--- src/rtl/configs_loader.sv ---
// Feeds the configuration latch bank one word at a time with a setup/strobe/hold pattern.
// Optional CFG_CHECKSUM_EN adds a trailing XOR checksum word and the io_err flag.
module configs_loader (
    input  logic        clk,
    input  logic        reset,
    input  logic        io_start,
    input  logic        io_word_valid,
    input  logic [31:0] io_word,
    output logic        io_word_ready,
    output logic [31:0] io_d_out,
    output logic [31:0] io_configs_en,
    output logic [4:0]  io_index,
    output logic        io_busy,
    output logic        io_done,
    output logic        io_err
);

    // state    | meaning
    // S_IDLE   | waiting for io_start after reset
    // S_LOAD   | ready for the next configuration word
    // S_SETUP  | data on the bus, enables low
    // S_STROBE | one-hot enable pulse for the current index
    // S_HOLD   | enables low, data still stable
    // S_CHECK  | waiting for the checksum word (CFG_CHECKSUM_EN only)
    // S_DONE   | pass complete, results held until the next start
    typedef enum logic [2:0] {
        S_IDLE,
        S_LOAD,
        S_SETUP,
        S_STROBE,
        S_HOLD,
`ifdef CFG_CHECKSUM_EN
        S_CHECK,
`endif
        S_DONE
    } state_t;

    state_t state;
    state_t state_nxt;
    logic   accept;

    always_ff @(posedge clk) begin
        if (reset) state <= S_IDLE;
        else       state <= state_nxt;
    end

    always_comb begin
        state_nxt     = state;
        io_word_ready = 1'b0;
        io_busy       = 1'b1;
        case (state)
            S_IDLE, S_DONE: begin
                io_busy = 1'b0;
                if (io_start) state_nxt = S_LOAD;
            end
            S_LOAD: begin
                io_word_ready = 1'b1;
                if (io_word_valid) state_nxt = S_SETUP;
            end
            S_SETUP:  state_nxt = S_STROBE;
            S_STROBE: state_nxt = S_HOLD;
            S_HOLD: begin
                if (io_index != 5'd31) begin
                    state_nxt = S_LOAD;
                end else begin
`ifdef CFG_CHECKSUM_EN
                    state_nxt = S_CHECK;
`else
                    state_nxt = S_DONE;
`endif
                end
            end
`ifdef CFG_CHECKSUM_EN
            S_CHECK: begin
                io_word_ready = 1'b1;
                if (io_word_valid) state_nxt = S_DONE;
            end
`endif
            default: begin
                io_busy   = 1'b0;
                state_nxt = S_IDLE;
            end
        endcase
    end

    assign accept = io_word_valid & io_word_ready;

`ifdef CFG_CHECKSUM_EN
    logic [31:0] acc;
`else
    assign io_err = 1'b0;
`endif

    // Enable is launched from SETUP so it is high exactly while the state is STROBE.
    always_ff @(posedge clk) begin
        if (reset) begin
            io_d_out      <= '0;
            io_configs_en <= '0;
            io_index      <= '0;
            io_done       <= 1'b0;
`ifdef CFG_CHECKSUM_EN
            io_err        <= 1'b0;
            acc           <= '0;
`endif
        end else begin
            io_configs_en <= '0;
            if (state == S_SETUP) io_configs_en <= 32'd1 << io_index;

            if ((state == S_IDLE || state == S_DONE) && io_start) begin
                io_index <= '0;
                io_done  <= 1'b0;
`ifdef CFG_CHECKSUM_EN
                io_err   <= 1'b0;
                acc      <= '0;
`endif
            end

            if (state == S_LOAD && accept) begin
                io_d_out <= io_word;
`ifdef CFG_CHECKSUM_EN
                acc      <= acc ^ io_word;
`endif
            end

            if (state == S_HOLD) begin
                if (io_index != 5'd31) begin
                    io_index <= io_index + 5'd1;
                end else begin
`ifndef CFG_CHECKSUM_EN
                    io_done <= 1'b1;
`endif
                end
            end

`ifdef CFG_CHECKSUM_EN
            if (state == S_CHECK && accept) begin
                io_err  <= (io_word != acc);
                io_done <= 1'b1;
            end
`endif
        end
    end

endmodule
--- config.mk ---
export PLATFORM = sky130hd
export DESIGN_NAME = configs_loader
export DESIGN_NICKNAME = d
export VERILOG_FILES = /design/src/rtl/configs_loader.sv
export SDC_FILE = /design/constraint.sdc
export NUM_CORES = 1
export LEC_CHECK = 0
export CAP_MARGIN = 20
export CORE_ASPECT_RATIO = 1.4
export CORE_MARGIN = 2
export CORE_UTILIZATION = 40
export DETAILED_ROUTE_END_ITERATION = 8
export GPL_TIMING_DRIVEN = 1
export PLACE_DENSITY = 0.75
export SYNTH_ARGS = -nofsm -noshare
export SYNTH_HDL_FRONTEND = slang
export SYNTH_SLANG_ARGS = --single-unit
--- constraint.sdc ---
create_clock -name clk -period 2.3 [get_ports clk]
set_clock_uncertainty 0.05 [all_clocks]
set_input_delay 0.46 -clock clk [delete_from_list [all_inputs] [get_ports clk]]
set_output_delay 0.46 -clock clk [all_outputs]
set_load 0.05 [all_outputs]
# [Yosys cells after proc, flatten, opt, wreduce, memory -nomap -nowiden]
# Cells that the tools add are included.
[word_totals] reg_bits=73 latchBits=0 ramBits=0 romBits=0 input_bits=36 out_inout_bits=73 mem_count=0
[classes] add_sub_neg=1 mul=0 div_mod_pow=0 order_cmp=0 n_eq_ne=8 shifts=1 muxes=12 bitwise_logic=2 n_reduce_logical=8
[ops] cell="$shl A1 B5 Y32 const A" n=1
[ops] cell="$mux W5" n=3
[ops] cell="$pmux W3 S5" n=1
[ops] cell="$mux W3" n=3
[ops] cell="$eq A3 B2 Y1 const B" n=2
[ops] cell="$eq A3 B3 Y1 const B" n=2
[ops] cell="$add A5 B1 Y5 const B" n=1
[ops] cell="$mux W1" n=5
[ops] cell="$ne A5 B5 Y1 const B" n=1
[ops] cell="$ne A2 B2 Y1 const B" n=2
[ops] cell="$reduce_or A2 Y1" n=2
[ops] cell="$reduce_or A4 Y1" n=1
[ops] cell="$eq A3 B1 Y1 const B" n=1
[ops] cell="$logic_not A3 Y1" n=1
[ops] cell="$logic_and A1 B1 Y1" n=2
[ops] cell="$reduce_and A2 Y1" n=1
[ops] cell="$and A1 B1 Y1" n=1
[ops] cell="$logic_or A1 B1 Y1" n=1
[ops] cell="$not A1 Y1" n=1

# [Logic depth before layout (Yosys ltp)]
[logic_depth] word_depth=6 depth_mapped=6

# [Worst setup path before layout]
# Ideal clock, no wire load.
[synth_timing] path_type="reg-to-reg" startpoint="reg io_index[0]" endpoint="reg io_index[3]" setup_ns=0.103 arrival_time_ns=1.929 required_ns=2.147 slack_ns=0.218 path_stages_with_launch=7 path_buffers=0 period_less_slack_ns=2.082 path_cell_list="dfxtp_1 ha_1 and3_1 ha_1 nor4b_4 a21oi_2 a2111oi_2"
[synth_via] elab_chain_cells=3
[synth_lines] item="start: declaration" line_no="12" rtl="output logic [4:0] io_index,"
[synth_lines] item="start signal: assignment" line_no="127" rtl="io_index <= io_index + 5'd1;"
[synth_lines] item="$add A5 B1 Y5 or $ne A5 B5 Y1 (tied branches)" line_no="127, 126"
[synth_lines] item="$mux W5 (*)" line_no="126" rtl="if (io_index != 5'd31) begin"
[synth_lines] item="$mux W5 (*)" line_no="125" rtl="if (state == S_HOLD) begin"
# Every way passes the cells marked *; elsewhere a longest branch is shown, timed or not.
# A chain may end at the register's enable or synchronous reset.

# [Worst setup path after layout]
[layout_timing] startpoint="reg io_index[2]" endpoint="out io_index[2]"
# No word-level cell between the ends.

==> flow_summary.json <==
{
  "overflow": 0,
  "root_buffer": "clkbuf_8",
  "drt-initial-drc-count": 44,
  "port_buffers": 107,
  "synth_xor_area_frac": 0.003266,
  "syn_avg_cell_area_um2": 9.028,
  "drc": 0,
  "p_total_uw": 2966,
  "grt_max_degree": 42,
  "post-route-period-util": 0.9592,
  "dp_hpwl_um": 4282,
  "fin_setup_tns_ps": 0,
  "synthSimpleGateAreaFrac": 0.2515,
  "post_cts_buffers": 0,
  "yosys_warnings": 0,
  "place_congestion": 0.8071,
  "ctsHoldBuffers": 0,
  "die_w_um": 73.20,
  "syn_area_mm2": 0.002681,
  "die_area_mm2": 0.007384,
  "cp_slowest_cell": "clkdlybuf4s50_1",
  "cts.sinks": 73,
  "p_leak_uw": 0.001441,
  "crit_path_end_kind": "output port",
  "synth_cells": 297,
  "min_path_type": "register to register",
  "fp-row-count": 35,
  "r2r_slack_ps": 310,
  "htree_levels": 3,
  "avgRoutedWirePerCell_um": 12.28,
  "finalHoldViolCount": 0,
  "synth_compound_area_frac": 0.1087,
  "rsz0062_at_grt": "no",
  "slew_violations": 0,
  "tightest_slew_ps": 556.5,
  "max-slew-margin-rel": 0.6285,
  "grt_antenna_before_repair": 0,
  "synth_top_family_by_area": "simple AND/OR/NAND/NOR gates",
  "antenna_cells": 0,
  "status": "completed",
  "cts_tree": "yes",
  "cp_num_buf_inv": 1,
  "drive_above_1_share": 0.08395,
  "fmax_mhz": 453.3,
  "grt_use_total": 0.1680,
  "die_h_um": 100.9,
  "setup_viol": 0,
  "synthDistinctLibCells": 38,
  "viasPerCell": 4.745,
  "crit_path_cell_trace": "clkdlybuf4s50_1",
  "cts_buffers": 9,
  "clk_latency_ps": 340,
  "vias": 2273,
  "ys_seq_area_frac": 0.5450,
  "ir_drop_uv": 377.3,
  "required_ps": 1790,
  "syn-num-nets": 340,
  "area_growth_pct": 50.07,
  "first_pass_iters": 4,
  "grt_pass1_wl_um": 9549,
  "ios": 109,
  "totalWireLength_um": 5882,
  "finalCriticalPeriod_ps": 2206,
  "synth_fa_ha_area_frac": 0.03266,
  "start_kind": "register",
  "initial_core_util": 0.4109,
  "path_clk_slew_ps": 70,
  "cp_data_arrival_time_ps": 1700,
  "worstPathMaxFanout": 9,
  "path_delay_family": "buffers and inverters",
  "cts_resized": 1,
  "cts_buffer_depth": 2,
  "crit_type": "register to output port",
  "powerDensity_mw_per_mm2": 737.2,
  "synth.area.mux_share": 0,
  "first_global_vias": 2122,
  "critPathMaxStageDelay_ps": 870,
  "maxCapViolCount": 0,
  "timing.hold.ws_ps": 403.0,
  "core_area_mm2": 0.006525,
  "drtAntennaViolNets": 0,
  "nets": 443,
  "ys_ff_latch": 73
}
[metrics by stage]
| step | instances | area [µm²] | util | setup slack (ps) |
|---|---|---|---|---|
| 4_1_cts | 479 | 4024 | 0.6167 | 83.86 |
| 3_3_place_gp | 463 | 3760 | 0.5762 | 377.9 |
| 3_5_place_dp | 463 | 3760 | 0.5762 | 334.3 |
| 6_report | 479 | 4024 | 0.6167 | 93.83 |
| 2_1_floorplan | 297 | 2681 | - | 217.6 |
| 5_1_grt | 479 | 4024 | 0.6167 | 29.02 |
[synth_stat cells]
cell	instances	area, µm²
dfxtp_1	73	1461
nand2_1	72	270.3
a21oi_1	38	190.2
nor2_1	35	131.4
ha_1	7	87.58
nand2b_1	7	43.79
buf_6	6	67.56
clkbuf_1	5	18.77
inv_1	5	18.77
buf_4	4	30.03
nand3b_1	4	30.03
o21ai_0	4	20.02
buf_2	3	15.01
nand3_1	3	15.01
o311ai_1	3	26.28
and2b_1	2	15.01
and3_2	2	15.01
nor2b_1	2	12.51
nor3_1	2	10.01
nor4b_4	2	47.55
a2111oi_2	1	15.01
a21oi_2	1	8.760
a311oi_1	1	8.760
and2_1	1	6.260
and2b_2	1	8.760
and2b_4	1	10.01
and3_1	1	6.260
and4bb_2	1	12.51
buf_1	1	3.750
conb_1	1	3.750
nand4bb_1	1	11.26
o21a_1	1	7.510
o21bai_1	1	7.510
o31ai_1	1	7.510
or2_2	1	6.260
or3b_2	1	8.760
or4b_4	1	13.76
xnor2_1	1	8.760
[layer usage]
layer,vias to the layer above,share of wire,wire length [µm],track usage
li1,1168,-,-,-
met5,-,0,0,0
met3,9,0.090,530,0.07200
met4,0,0.018,104,0.06838
met2,87,0.49,2893,0.2786
met1,1009,0.40,2353,0.1862
[placed cells by master (no fill, tap or decap), types with 2 or more instances in the layout]
cell type / n
inv_1: 5
nor3_1: 2
nand2_1: 72
a21oi_1: 38
nor4b_4: 2
nand3_1: 3
dfxtp_1: 73
o311ai_1: 3
nor2b_1: 2
clkdlybuf4s50_1: 104
bufinv_16: 4
nand3b_1: 4
buf_4: 4
o21ai_0: 4
ha_1: 7
and3_2: 2
nor2_1: 35
clkbuf_8: 9
and2b_1: 2
buf_12: 2
nand2b_1: 7
[registers in the layout, summed over array words and instances, names as in the netlist]
| signal | flops |
|---|---|
| io_done | 1 |
| io_d_out | 32 |
| io_index | 5 |
| io_configs_en | 32 |
| state | 3 |
[path summary, 6_finish.rpt]
kind                               endpoint  cells after the start        start
worst max-delay path            io_index[2]                      1  io_index[2]
worst min-delay path            io_d_out[9]                      2  io_d_out[9]
worst max register to register  io_index[3]                      6  io_index[0]
worst min register to register  io_d_out[9]                      2  io_d_out[9]
[power breakdown]
part	switching (µW)	internal (µW)	leakage [µW]	total (µW)
clock network	473	832	0.000130	1300
registers	24.7	1290	0.000590	1320
logic	196	150	0.000721	346
total	694	2270	0.00144	2970
[cells by family (layout without fill, tap and decap cells)]
group                      count (synthesis)  count (layout)
and+or+nand+nor                          140             140
DFF                                       73              73
AOI/OAI and AO/OA                         51              51
buffers and inverters                     24             132
adders and majority gates                  7               7
other                                      1               1
xor gates and xnor gates                   1               1
[final cells by class]
type | instances | area, µm²
Fill cell | 573 | 2501
Multi-Input combinational cell | 200 | 1066
Inverter | 5 | 18.77
Sequential cell | 73 | 1461
Clock buffer | 9 | 123.9
Tap cell | 74 | 92.59
Clock inverter | 7 | 141.4
Timing Repair Buffer | 111 | 1120
Note: power is estimated with default switching activity, not from simulation.
